[src/rtl/instruction_fetch_queue.sv]
// Fetch stage: owns the fetch PC, issues in-order word requests to imem,
// and buffers tagged responses in a small FIFO that drains into the core.
module instruction_fetch_queue #(
    parameter int          DEPTH    = 4,
    parameter logic [31:0] RESET_PC = 32'h0000_0000
) (
    input  logic        clk,
    input  logic        reset,
    output logic        imem_req_valid,
    input  logic        imem_req_ready,
    output logic [31:0] imem_req_addr,
    input  logic        imem_resp_valid,
    input  logic [31:0] imem_resp_data,
    output logic        inst_valid,
    input  logic        inst_ready,
    output logic [31:0] instruction,
    output logic [31:0] inst_pc,
    input  logic        redirect_valid,
    input  logic [31:0] redirect_pc
);

    localparam int AW = $clog2(DEPTH);
    localparam int CW = AW + 1;
    localparam logic [CW:0] LIMIT = (CW+1)'(DEPTH);

    logic [31:0]   fetch_pc;
    logic [CW-1:0] outstanding;
    logic [CW-1:0] discard;
    logic [CW-1:0] count;
    logic [CW-1:0] outstanding_next;
    logic [CW-1:0] discard_next;
    logic [CW-1:0] count_next;
    logic [CW:0]   in_use;

    logic [31:0]   tag_mem [DEPTH];
    logic [AW-1:0] tag_wr;
    logic [AW-1:0] tag_rd;

    logic [31:0]   pc_mem   [DEPTH];
    logic [31:0]   data_mem [DEPTH];
    logic [AW-1:0] wr_ptr;
    logic [AW-1:0] rd_ptr;

    logic req_fire;
    logic resp_fire;
    logic push;
    logic pop;

    // In-flight requests and buffered words share one credit pool,
    // so a response always finds a free FIFO slot.
    assign in_use = {1'b0, outstanding} + {1'b0, count};
    assign imem_req_valid = !reset && !redirect_valid && (in_use < LIMIT);
    assign imem_req_addr = fetch_pc;

    assign req_fire  = imem_req_valid && imem_req_ready;
    assign resp_fire = imem_resp_valid && (outstanding != '0);
    assign push = resp_fire && (discard == '0) && !redirect_valid;

    assign inst_valid  = (count != '0);
    assign pop         = inst_valid && inst_ready;
    assign instruction = data_mem[rd_ptr];
    assign inst_pc     = pc_mem[rd_ptr];

    always_comb begin
        outstanding_next = outstanding + CW'(req_fire) - CW'(resp_fire);
        discard_next     = discard;
        count_next       = count + CW'(push) - CW'(pop);
        if (redirect_valid) begin
            discard_next = outstanding_next;
            count_next   = '0;
        end else if (resp_fire && (discard != '0)) begin
            discard_next = discard - CW'(1);
        end
    end

    always_ff @(posedge clk) begin
        if (reset) begin
            fetch_pc    <= RESET_PC;
            outstanding <= '0;
            discard     <= '0;
            count       <= '0;
            tag_wr      <= '0;
            tag_rd      <= '0;
            wr_ptr      <= '0;
            rd_ptr      <= '0;
            for (int i = 0; i < DEPTH; i++) begin
                tag_mem[i]  <= '0;
                pc_mem[i]   <= '0;
                data_mem[i] <= '0;
            end
        end else begin
            outstanding <= outstanding_next;
            discard     <= discard_next;
            count       <= count_next;

            if (redirect_valid)
                fetch_pc <= redirect_pc & 32'hFFFF_FFFC;
            else if (req_fire)
                fetch_pc <= fetch_pc + 32'd4;

            // Tags stay queued across a redirect; stale ones are
            // retired by the discard count as their responses return.
            if (req_fire) begin
                tag_mem[tag_wr] <= fetch_pc;
                tag_wr          <= tag_wr + AW'(1);
            end
            if (resp_fire)
                tag_rd <= tag_rd + AW'(1);

            if (push) begin
                pc_mem[wr_ptr]   <= tag_mem[tag_rd];
                data_mem[wr_ptr] <= imem_resp_data;
            end

            if (redirect_valid) begin
                wr_ptr <= '0;
                rd_ptr <= '0;
            end else begin
                if (push)
                    wr_ptr <= wr_ptr + AW'(1);
                if (pop)
                    rd_ptr <= rd_ptr + AW'(1);
            end
        end
    end

endmodule

[config.mk]
export PLATFORM = sky130hd
export DESIGN_NAME = instruction_fetch_queue
export DESIGN_NICKNAME = d
export VERILOG_FILES = /design/src/rtl/instruction_fetch_queue.sv
export SDC_FILE = /design/constraint.sdc
export NUM_CORES = 1
export LEC_CHECK = 0
export CAP_MARGIN = 20
export CORE_MARGIN = 2
export CORE_UTILIZATION = 52
export CTS_CLUSTER_SIZE = 20
export DETAILED_ROUTE_END_ITERATION = 10
export PLACE_DENSITY_LB_ADDON = 0.15
export SLEW_MARGIN = 20
export SYNTH_ARGS = -nofsm -noshare
export SYNTH_HDL_FRONTEND = slang
export SYNTH_SLANG_ARGS = --single-unit
[constraint.sdc]
create_clock -name clk -period 5.1 [get_ports clk]
set_input_delay 1.02 -clock clk [delete_from_list [all_inputs] [get_ports clk]]
set_output_delay 1.02 -clock clk [all_outputs]
set_load 0.02 [all_outputs]
After elaboration in Yosys (flattened, before gate mapping):

Memory sizes are Yosys's and may differ from the RTL's. A register that Yosys moved wholly into a read port is not among the register bits.
Index checks and enable logic that the tools add are counted.

* $lt $le $gt $ge: 1
* reductions and logical operators: 20
* add/subtract/negate cells: 11
* mux-type cells: 27

Operator list (number)
* 32-bit two-way mux: 5
* 32-bit OR reduction: 3
* 32-bit by 3-bit adder with 32-bit output, second input constant: 1
* 2-bit two-way mux: 9
* 1-bit two-way mux: 11
* 3-bit nonzero test: 3
* 2-bit by 1-bit adder with 2-bit output, second input constant: 4
* 1-bit logical AND: 8
* 3-bit by 1-bit adder with 3-bit output: 2
* 3-bit two-way mux: 2
* 3-bit by 1-bit subtractor with 3-bit output: 2
* 3-bit by 3-bit adder with 4-bit output: 1
* 4-bit by 3-bit less-than comparator with 1-bit output, second input constant: 1
* 2-bit nonzero test: 2
* 3-bit zero test: 1
* 3-bit by 1-bit subtractor with 3-bit output, second input constant: 1
* 1-bit zero test: 2
* 2-bit OR reduction: 1

* memories kept: 3
* bits in registers: 49
* input port bits: 70
* logic and storage cells: 71
* memory bits (writable): 384
* output and inout port bits: 98

Memory list
* data_mem: depth 4, width 32, read ports 1, clocked after memory_dff 1, write ports 4, RTL line 40 `logic [31:0] data_mem [DEPTH];`
* pc_mem: depth 4, width 32, read ports 1, clocked after memory_dff 1, write ports 4, RTL line 39 `logic [31:0] pc_mem [DEPTH];`
* tag_mem: depth 4, width 32, read ports 1, clocked after memory_dff 1, write ports 4, RTL line 35 `logic [31:0] tag_mem [DEPTH];`

Logic depth before layout (Yosys ltp):

* word-level depth: 9
* depth in mapped cells: 13
* mapped depth without buffers: 12

Worst setup path before layout:

OpenSTA, ideal clock, no wires.

* path kind: input to register
* start: input port redirect_valid
* end: memory data_mem[1][0], enable pin
* cell stages on the path: 4
* setup time: 0.495 ns
* data arrival time: 4.520 ns
* required time: 4.605 ns
* buffers on the path: 1
* setup slack: 0.085 ns
* cell sequence: buf_2 nor3_2 nand2_1 o21bai_1

RTL lines
* start: declaration: RTL line 18 `input logic redirect_valid,`
* end: declaration: RTL line 40

Worst setup path in the final report:

* start: input port redirect_valid
* end: output port imem_req_valid

* longest elaborated chain between the ends: 3

Ends and longest elaborated chain
* 1-bit zero test: RTL line 52 `assign imem_req_valid = !reset && !redirect_valid && (in_use < LIMIT);`
* 1-bit logical AND (2 in series): RTL line 52
* end: declaration: RTL line 9 `output logic imem_req_valid,`

Every way passes these cells.

==> flow_metrics.py <==
metrics = {
    "sta": {
        "fin_crit_sh_pct": 77.5,
        "fmax_mhz": 253,
        "finalSetupTns_ns": 0,
        "rsz0062_at_grt": "no",
        "setup_viol_count_final": 0,
        "skew_ns": 0.0124,
        "timing.final.crit_period_ns": 3.95,
        "hold_viol": 0,
        "worst_slew_pin_slew_ns": 1.03,
        "slew_viol_final": 0,
        "slew_headroom_pct": 31.4,
    },
    "synthesis": {
        "synthAdderAreaFrac_pct": 0.822,
        "syn-cell-area_sq_um": 18600,
        "synth-simple-area-share_pct": 17.0,
        "synth_top_family_by_area": "simple AND/OR/NAND/NOR gates",
        "synth_cells": 1234,
        "yosys-top-cells-area": "edfxtp_1, and2_1, mux4_2, dfxtp_1, and3_1",
        "ys_types": 56,
        "synth_xor_area_share_pct": 1.23,
        "synth_top_area_share_pct": 59.5,
        "synth-seq-area-share_pct": 65.0,
        "synthArstFlopShare_pct": 0,
        "synth-edff-count": 368,
        "ys_warn_count": 0,
        "muxShareOfSynthArea_pct": 11.5,
        "synth_seq_cells": 419,
        "yosys.area.top_type": "edfxtp_1",
        "syn_area_per_cell_sq_um": 15.0,
        "ys.flop_type": "edfxtp_1",
        "synth-compound-area-share_pct": 2.16,
    },
    "floorplan": {
        "core.rowCount": 69,
        "core_area_sq_um": 35400,
        "die_w_um": 193,
        "ioPinCount": 168,
        "die_y_um": 193,
        "die-area_sq_um": 37200,
        "initial_core_util_pct": 52.5,
    },
    "worst_setup_path": {
        "cp.required_ns": 4.08,
        "crit_type": "in2out",
        "cp-start-kind": "input port",
        "cpMaxStageDelayCell": "clkdlybuf4s50_1",
        "cp_common_cell": "clkdlybuf4s50_1",
        "cp_max_fo": 9,
        "slowest_delay_ns": 0.64,
        "end_kind": "primary output",
        "crit_chain": "clkdlybuf4s50_1, or2_2, nor3b_1, clkdlybuf4s50_1",
        "crit_arrival_ns": 2.93,
    },
    "drt": {
        "wire_per_inst_um": 21.5,
        "firstDrtPassIters": 5,
        "route.detailed.drc": 0,
        "final_antenna_net_count": 0,
        "vias": 10386,
        "viasPerCell": 5.56,
        "drt-initial-drc-count": 704,
        "drt_wl_total_mm": 40.2,
    },
    "placed_design": {
        "hpwl_mm": 23.1,
        "placed_area_sq_um": 20700,
        "gp_congestion": 0.767,
        "portBuffers": 161,
        "dp_cells": 1794,
    },
    "clock_network": {
        "htreeDepth": 2,
        "cts.sinks": 419,
        "cts_root_buf": "clkbuf_16",
        "cts_inserted_buffers": 45,
        "clk_latency_ns": 0.53,
        "post_cts_resized": 0,
        "cts_tree": "built",
        "path_clk_slew_ns": 0.06,
        "clock_path_buffers": 3,
        "postCtsSetupRepairBufs": 0,
        "ctsHoldBuffers": 0,
    },
    "global_routing": {
        "antenna_found_initial": 0,
        "grt_pass1_wl_mm": 62.8,
        "grt_max_degree": 63,
        "grt_overflow": 0,
        "grtUsageTotal_pct": 22.5,
        "grt_pass1_vias": 10935,
    },
    "job": {
        "max_cap_violations": 0,
    },
    "worst_hold_path": {
        "hp-class": "reg2reg",
    },
    "finish": {
        "layout.nets": 1461,
        "layout-area-overhead-vs-synth_pct": 18.5,
        "diodes": 0,
        "drive_gt1_share_pct": 14.2,
        "layout_commonest_cell": "edfxtp_1",
        "instances_no_fill": 1867,
        "final_cell_mix": "edfxtp_1, and2_1, clkdlybuf4s50_1, mux4_2, dfxtp_1",
        "fin_area_sq_um": 22000,
    },
    "outcome": {
        "status": "finished clean",
    },
    "power": {
        "total_power_mw": 8.29,
        "leakagePower_nw": 7.94,
        "ir_worst_vdd_mv": 0.299,
        "power_density_nw_per_um2": 377,
    },
}
==> cell usage after synthesis, drive strengths merged (2+ instances only) <==
master  number
a211oi       9
a21oi       20
a22oi        2
a311oi       2
a31o         2
a31oi        9
and2       343
and3        36
and4         4
buf         25
clkbuf      62
dfxtp       51
edfxtp     368
fa           2
ha           9
inv         13
mux2         2
mux2i        4
mux4        92
nand2       33
nand2b       3
nand3       14
nand3b       2
nand4       15
nor2        41
nor3         5
nor3b        4
nor4         2
o211ai       2
o21ai       11
o31a         2
or2          8
or3          3
xnor2       13
xor2        13
==> cells by family (layout without fill, tap and decap cells) <==
group / after synthesis / in the layout
AOI/OAI and AO/OA: 63 / 63
other: 1 / 4
muxes: 98 / 98
xor gates and xnor gates: 26 / 26
DFF: 419 / 419
buffers and inverters: 100 / 269
and+or+nand+nor: 516 / 516
adders and majority gates: 11 / 11
==> state kept, by name (all words and copies together), names as in the netlist, 3 cells and up, named ones only <==
register       count
outstanding        3
data_mem         128
pc_mem           120
tag_mem          120
count              3
discard            3
imem_req_addr     30
==> critical path, delay by kind of cell <==
family                 cells  cell delay, ns
buffers and inverters      2            1.24
AND/OR/NAND/NOR            2            0.68
==> per-stage QoR <==
stage	hold WS (ns)	worst slack [ns]	utilization, %
floorplan	0.485	0.0852	-
global placement	0.516	0.996	58.5
detailed placement	0.523	0.929	58.5
CTS	0.544	1.14	62.2
global route	0.558	1.08	62.2
finish	0.540	1.15	62.2
==> per-layer routing <==
metal	part of all wire (%)	wire length (um)	track usage [%]	up-vias
met3	4.7	1890	3.19	40
li1	-	-	-	4813
met4	1.2	488	4.34	0
met2	49	19900	38.3	270
met1	45	17900	31.3	5263
met5	0	0	0	-
==> layout make-up <==
type / instances / area (sq um)
fillers: 2657 / 13400
inverters: 13 / 48.8
well taps: 461 / 577
clock buffers: 61 / 1210
multi-input cells: 718 / 6130
clock inverters: 12 / 106
flip-flops and latches: 419 / 12100
repair buffers: 183 / 1860
==> final timing paths <==
kind | start | end | slack, ns | depth (start not counted)
hold / removal | tag_rd[1] | tag_rd[1] | 0.54 | 2
setup reg to reg | outstanding[1] | tag_mem[0][28] | 1.54 | 8
setup / recovery | redirect_valid | imem_req_valid | 1.15 | 4
hold reg to reg | tag_rd[1] | tag_rd[1] | 0.54 | 2
==> report_power, final <==
| group | internal, mW | leakage [nW] | total [mW] | switching [mW] |
|---|---|---|---|---|
| registers | 3.96 | 4.23 | 4.09 | 0.131 |
| clock network | 1.74 | 0.637 | 2.98 | 1.24 |
| logic | 0.562 | 3.08 | 1.21 | 0.652 |
| total | 6.26 | 7.94 | 8.29 | 2.02 |
(Power assumes the default switching activity.)
